`config.mk`:
```
export PLATFORM = sky130hd
export DESIGN_NAME = div_result_bcd
export DESIGN_NICKNAME = d
export VERILOG_FILES = /design/src/rtl/div_result_bcd.sv
export SDC_FILE = /design/constraint.sdc
export NUM_CORES = 1
export LEC_CHECK = 0
export CAP_MARGIN = 20
export CORE_UTILIZATION = 59
export CTS_CLUSTER_SIZE = 10
export DETAILED_ROUTE_END_ITERATION = 8
export PLACE_DENSITY = 0.85
export REMOVE_ABC_BUFFERS = 1
export SYNTH_ARGS = -nofsm -noshare
export SYNTH_HDL_FRONTEND = slang
export SYNTH_SLANG_ARGS = --single-unit
```
`constraint.sdc`:
```
create_clock -name clk -period 3.4 [get_ports clk]
set_input_delay 0.51 -clock clk [delete_from_list [all_inputs] [get_ports clk]]
set_output_delay 0.51 -clock clk [all_outputs]
set_load 0.01 [all_outputs]
```
`src/rtl/div_result_bcd.sv`:
```
// Binary-to-BCD converter for the divider's quotient/remainder pair.
// Both operands are converted in lockstep with shift-and-add-3, one bit per cycle.
module div_result_bcd #(
    parameter int WIDTH  = 8,
    parameter int DIGITS = 3
) (
    input  logic                  clk,
    input  logic                  rst,
    input  logic                  in_valid,
    output logic                  in_ready,
    input  logic [WIDTH-1:0]      quotient,
    input  logic [WIDTH-1:0]      remainder,
    output logic                  out_valid,
    input  logic                  out_ready,
    output logic [4*DIGITS-1:0]   q_bcd,
    output logic [4*DIGITS-1:0]   r_bcd
);

    localparam int BW = 4 * DIGITS;
    localparam int CW = $clog2(WIDTH + 1);

    typedef enum logic [1:0] {
        IDLE = 2'd0,
        CONV = 2'd1,
        DONE = 2'd2
    } state_t;

    state_t          state;
    state_t          state_nxt;
    logic [WIDTH-1:0] q_bin;
    logic [WIDTH-1:0] r_bin;
    logic [BW-1:0]   q_acc;
    logic [BW-1:0]   r_acc;
    logic [BW-1:0]   q_acc_nxt;
    logic [BW-1:0]   r_acc_nxt;
    logic [CW-1:0]   cnt;
    logic            last_step;

    // One double-dabble step: adjust every digit >= 5, then shift in the next binary bit.
    function automatic logic [BW-1:0] dabble(input logic [BW-1:0] acc, input logic msb);
        logic [BW-1:0] adj;
        adj = acc;
        for (int unsigned d = 0; d < DIGITS; d++) begin
            if (adj[4*d +: 4] >= 4'd5)
                adj[4*d +: 4] = adj[4*d +: 4] + 4'd3;
        end
        return {adj[BW-2:0], msb};
    endfunction

    always_comb begin
        q_acc_nxt = dabble(q_acc, q_bin[WIDTH-1]);
        r_acc_nxt = dabble(r_acc, r_bin[WIDTH-1]);
    end

    always_comb begin
        in_ready  = (state == IDLE) && !rst;
        last_step = (state == CONV) && (cnt == CW'(WIDTH - 1));
    end

    always_ff @(posedge clk) begin
        if (rst)
            state <= IDLE;
        else
            state <= state_nxt;
    end

    always_comb begin
        state_nxt = state;
        case (state)
            IDLE:    if (in_valid)  state_nxt = CONV;
            CONV:    if (last_step) state_nxt = DONE;
            DONE:    if (out_ready) state_nxt = IDLE;
            default: state_nxt = IDLE;
        endcase
    end

    always_ff @(posedge clk) begin
        if (rst) begin
            q_bin     <= '0;
            r_bin     <= '0;
            q_acc     <= '0;
            r_acc     <= '0;
            cnt       <= '0;
            q_bcd     <= '0;
            r_bcd     <= '0;
            out_valid <= 1'b0;
        end else begin
            case (state)
                IDLE: begin
                    if (in_valid) begin
                        q_bin <= quotient;
                        r_bin <= remainder;
                        q_acc <= '0;
                        r_acc <= '0;
                        cnt   <= '0;
                    end
                end
                CONV: begin
                    q_bin <= {q_bin[WIDTH-2:0], 1'b0};
                    r_bin <= {r_bin[WIDTH-2:0], 1'b0};
                    q_acc <= q_acc_nxt;
                    r_acc <= r_acc_nxt;
                    cnt   <= cnt + CW'(1);
                    // Final step publishes the freshly shifted value, not the stale accumulator.
                    if (last_step) begin
                        q_bcd     <= q_acc_nxt;
                        r_bcd     <= r_acc_nxt;
                        out_valid <= 1'b1;
                    end
                end
                DONE: begin
                    if (out_ready)
                        out_valid <= 1'b0;
                end
                default: out_valid <= 1'b0;
            endcase
        end
    end

endmodule

```
; Yosys cells after proc, flatten, opt, wreduce, memory -nomap -nowiden
; Cells that the tools add are included.
[word_totals]
reg_bits = 71
[op_classes]
add_sub_neg = 7
order_cmp = 6
eq_ne = 6
mux = 22
bitwise_logic = 1
n_reduce_logical = 9
[ops]
columns = cell, n
row1 = 12-bit case mux with 2 select lines, 2
row2 = 8-bit case mux with 2 select lines, 2
row3 = "4-bit by 3-bit greater-or-equal comparator with 1-bit output, second input constant", 6
row4 = 4-bit two-way mux, 5
row5 = "4-bit by 2-bit adder with 4-bit output, second input constant", 4
row6 = 8-bit two-way mux, 2
row7 = 12-bit two-way mux, 1
row8 = 4-bit case mux with 2 select lines, 1
row9 = "3-bit by 2-bit adder with 3-bit output, second input constant", 2
row10 = 2-bit two-way mux, 3
row11 = 3-bit two-way mux, 2
row12 = "2-bit inequality test, second input constant", 3
row13 = 2-bit case mux with 3 select lines, 1
row14 = 3-bit AND reduction, 2
row15 = "4-bit by 1-bit adder with 4-bit output, second input constant", 1
row16 = "4-bit by 3-bit equality test with 1-bit output, second input constant", 1
row17 = 2-bit AND reduction, 2
row18 = 1-bit case mux with 3 select lines, 1
row19 = "2-bit by 1-bit equality test with 1-bit output, second input constant", 1
row20 = "2-bit equality test, second input constant", 1
row21 = 1-bit logical AND, 2
row22 = 2-bit zero test, 1
row23 = 1-bit two-way mux, 2
row24 = 2-bit nonzero test, 1
row25 = other kinds (2), 2

; Logic depth before layout (Yosys ltp)
[logic_depth]
depth_word = 4
depth_mapped = 6
mapped_depth_nobuf = 6

; Worst setup path after synthesis
; Ideal clock, no wire load.
[synth_timing]
path_type = input to output
startpoint = in rst
endpoint = out in_ready
arrival_time_ns = 1.285
required_time_ns = 2.890
slack_ns = 1.605
stages = 4
path_buffers = 3
path_cell_list = buf_2 > buf_2 > buf_1 > nor3_1
[synth_between]
elab_chain_len = 2
[synth_lines]
columns = element, line_no
row1 = "start, declared", 8  ; input logic rst,
row2 = 1-bit zero test, 56  ; in_ready = (state == IDLE) && !rst;
row3 = 1-bit logical AND, 56
row4 = "end, declared", 10  ; output logic in_ready,
; No other way between the ends.

; Worst setup path after layout
[layout_timing]
startpoint = reg state[0]
endpoint = reg r_bcd[10]
[layout_between]
elab_chain_len = 3
[layout_lines]
columns = element, line_no
row1 = "start, declared", 28  ; state_t state;
row2 = "start signal, assigned", 64  ; state <= state_nxt;
row3 = 2-bit by 1-bit equality test with 1-bit output (*), "57, 88"
row4 = 1-bit logical AND, 57  ; last_step = (state == CONV) && (cnt == CW'(WIDTH - 1));
row5 = 2-bit AND reduction (no line) (*), n/a
row6 = "end signal, assigned", 107  ; r_bcd <= r_acc_nxt;
row7 = "end, declared", 16  ; output logic [4*DIGITS-1:0] r_bcd
; Mark *: on every way between the ends. The rest lies on a longest branch, timed or not.
; A chain may end at the register's enable or synchronous reset.

==> impl_metrics.env <==
export IMPL_status="completed"
export IMPL_cp_start_kind="flip-flop"
export IMPL_antenna_found_initial=0
export IMPL_die_width_um=77.8
export IMPL_wl_per_cell_um=15.0
export IMPL_leakage_nw=1.62
export IMPL_dpl_cell_area_mm2=0.00384
export IMPL_critPathSlowestCell="nor3_2"
export IMPL_syn_inst=381
export IMPL_finalPower_mw=1.75
export IMPL_drv_slew=0
export IMPL_hp_class="flip-flop to flip-flop"
export IMPL_end_kind="flip-flop"
export IMPL_ant_nets=0
export IMPL_critPathKind="flip-flop to flip-flop"
export IMPL_vias=2858
export IMPL_synth_top_cell_by_area="dfxtp_1"
export IMPL_drt_wl_total_um=7410
export IMPL_first_pass_iters=5
export IMPL_pwr_density_cell_mw_per_mm2=431
export IMPL_io_buffer_count=45
export IMPL_yosysTopAreaCellShare_pct=41.9
export IMPL_rows=27
export IMPL_clock_latency_ps=340
export IMPL_coreArea_mm2=0.00551
export IMPL_ys_warn_count=0
export IMPL_ctsRootBufferMaster="clkbuf_8"
export IMPL_dp_hpwl_um=4860
export IMPL_n_antenna_cell=0
export IMPL_start_util_pct=61.6
export IMPL_maxSlewHeadroom_pct=40.5
export IMPL_tns_ps=0
export IMPL_path_clk_slew_ps=70
export IMPL_ys_top_cells_by_count="71 x dfxtp_1, 58 x nor2_1, 39 x a21oi_1, 23 x nor3b_1, 21 x inv_1"
export IMPL_cts_setup_buffers=0
export IMPL_syn_to_final_growth_pct=19.7
export IMPL_synth_area_mm2=0.00339
export IMPL_crit_chain="buf_4, nand2b_1, nor3_2, a21o_1"
export IMPL_postSynthAreaPerCell_um2=8.90
export IMPL_cts_made_buffers=9
export IMPL_synthArstFlopShare_pct=0
export IMPL_finalHoldViolCount=0
export IMPL_grt_max_degree=37
export IMPL_final_nets=451
export IMPL_cap_violations=0
export IMPL_timing_hold_ws_ps=463
export IMPL_worstPathRequired_ps=3690
export IMPL_die_area_mm2=0.00605
export IMPL_finalWeightedCongestion=0.776
export IMPL_synth_top_cells_by_area="dfxtp_1 42%, nor2_1 6.4%, a21oi_1 5.8%"
export IMPL_yosys_cell_types_count=40
export IMPL_tightest_slew_ps=887
export IMPL_synth_flop_cell="dfxtp_1"
export IMPL_drtIter0Drc=159
export IMPL_yosysSeqAreaShare_pct=41.9
export IMPL_ys_ff_latch=71
export IMPL_ios=46
export IMPL_track_usage_pct=26.3
export IMPL_cts_tree="done"
export IMPL_drcViolationCount=0
export IMPL_hold_buffers=0
export IMPL_grt_pass1_vias=2681
export IMPL_post_cts_resized=0
export IMPL_rsz0062_at_grt="false"
export IMPL_drive_gt1_share_pct=10.2
export IMPL_min_period_ps=2210
export IMPL_die_height_um=77.8
export IMPL_final_cell_area_mm2=0.00406
export IMPL_max_freq_ghz=0.452
export IMPL_grt_pass1_wl_um=12500
export IMPL_yosysMostFrequentCell="dfxtp_1"
export IMPL_ir_drop_uv=261
export IMPL_slowest_delay_ps=890
export IMPL_clockBufferDepth=2
export IMPL_rrSetupSlack_ps=1190
export IMPL_numClockSinks=71
export IMPL_htree_levels=3
export IMPL_min_period_over_period_pct=65.0
export IMPL_grt_overflow=0
export IMPL_fillers=418
export IMPL_crit_fanout=22
export IMPL_synth_edf_count=0
export IMPL_skew_ps=8.34
export IMPL_setup_viol=0
export IMPL_cp_arrival_ps=2500
export IMPL_via_per_inst=5.77
## final cells by class
type,instances,area (um2),area share (%)
clock buffers,10,138,3.39
clock inverters,6,83.8,2.07
inverters,22,82.6,2.03
multi-input cells,264,1760,43.4
flip-flops and latches,71,1420,35.0
well taps,72,90.1,2.22
repair buffers,50,483,11.9
## worst paths after layout
kind,start,endpoint,cells past startpoint
max reg2reg,state[0]$_SDFFE_PP0P_,r_bcd[10]$_SDFFE_PP0P_,4
max,state[0]$_SDFFE_PP0P_,r_bcd[10]$_SDFFE_PP0P_,4
min,r_bin[4]$_SDFFE_PP0P_,r_bin[4]$_SDFFE_PP0P_,2
min reg2reg,r_bin[4]$_SDFFE_PP0P_,r_bin[4]$_SDFFE_PP0P_,2
## layout by cell type (no fill, tap or decap), types with 3 or more instances in the layout
| cell type | netlist | layout |
|---|---|---|
| a2111oi_1 | 3 | 3 |
| a211oi_1 | 3 | 3 |
| a211oi_2 | 8 | 8 |
| a21o_1 | 12 | 12 |
| a21oi_1 | 39 | 39 |
| a22o_1 | 12 | 12 |
| a22oi_1 | 5 | 5 |
| a2bb2oi_1 | 4 | 4 |
| buf_4 | 3 | 5 |
| clkbuf_8 | 0 | 10 |
| clkdlybuf4s50_1 | 0 | 44 |
| clkinv_2 | 0 | 3 |
| dfxtp_1 | 71 | 71 |
| ha_1 | 13 | 13 |
| inv_1 | 21 | 21 |
| mux2i_1 | 8 | 8 |
| nand2_1 | 4 | 4 |
| nand2b_1 | 8 | 8 |
| nand3_1 | 7 | 7 |
| nor2_1 | 58 | 58 |
| nor2b_1 | 3 | 3 |
| nor3_1 | 12 | 12 |
| nor3b_1 | 23 | 23 |
| o21ai_0 | 14 | 14 |
| o221a_2 | 3 | 3 |
| o22ai_1 | 3 | 3 |
| o2bb2ai_1 | 4 | 4 |
| xnor2_1 | 6 | 6 |
## metrics by stage
step	utilization [%]	instances	setup WS, ps
after floorplan	-	357	1460
final	73.7	495	1190
after CTS	73.7	495	1170
after global placement	69.7	479	1210
after global routing	73.7	495	1060
after detailed placement	69.7	479	1080
## cell families (layout without fill, tap and decap cells)
logic type | after synthesis | in the layout | synth area share, %
adder cells (fa/ha/maj) | 13 | 13 | 4.80
XOR/XNOR | 6 | 6 | 1.55
flip-flops | 71 | 71 | 41.9
AND/OR/NAND/NOR | 123 | 123 | 19.0
multiplexers | 9 | 9 | 2.69
AO/OA/AOI/OAI | 113 | 113 | 23.9
buffers and inverters | 46 | 88 | 6.16
## power by group
part | switching (mW) | total [mW] | internal, mW | leakage [nW]
Sequential | 0.0136 | 0.864 | 0.851 | 0.576
Combinational | 0.0781 | 0.136 | 0.0579 | 0.924
Clock | 0.317 | 0.747 | 0.430 | 0.116
## metal layers
| metal | share of wire (%) | track usage, % | up-vias | wire (um) |
|---|---|---|---|---|
| met4 | 2.2 | 13.4 | 0 | 163 |
| met2 | 48 | 43.4 | 74 | 3570 |
| met3 | 4.2 | 3.76 | 14 | 312 |
| met1 | 45 | 33.3 | 1349 | 3360 |
| li1 | - | - | 1421 | - |
| met5 | 0 | 0 | - | 0 |
## critical path: cells and delay by family, from the launching register on
family,cells,cell delay (ps)
AOI/OAI and AO/OA,1,230
buffers and inverters,1,230
DFF,1,310
and+or+nand+nor,2,1380
## flip-flops by register name (all words and copies together), names as in the netlist, 2 cells and up
name / cells
state: 2
cnt: 4
r_bin: 8
q_acc: 12
q_bin: 8
q_bcd: 12
r_acc: 12
r_bcd: 12
Note: power is estimated with default switching activity, not from simulation.
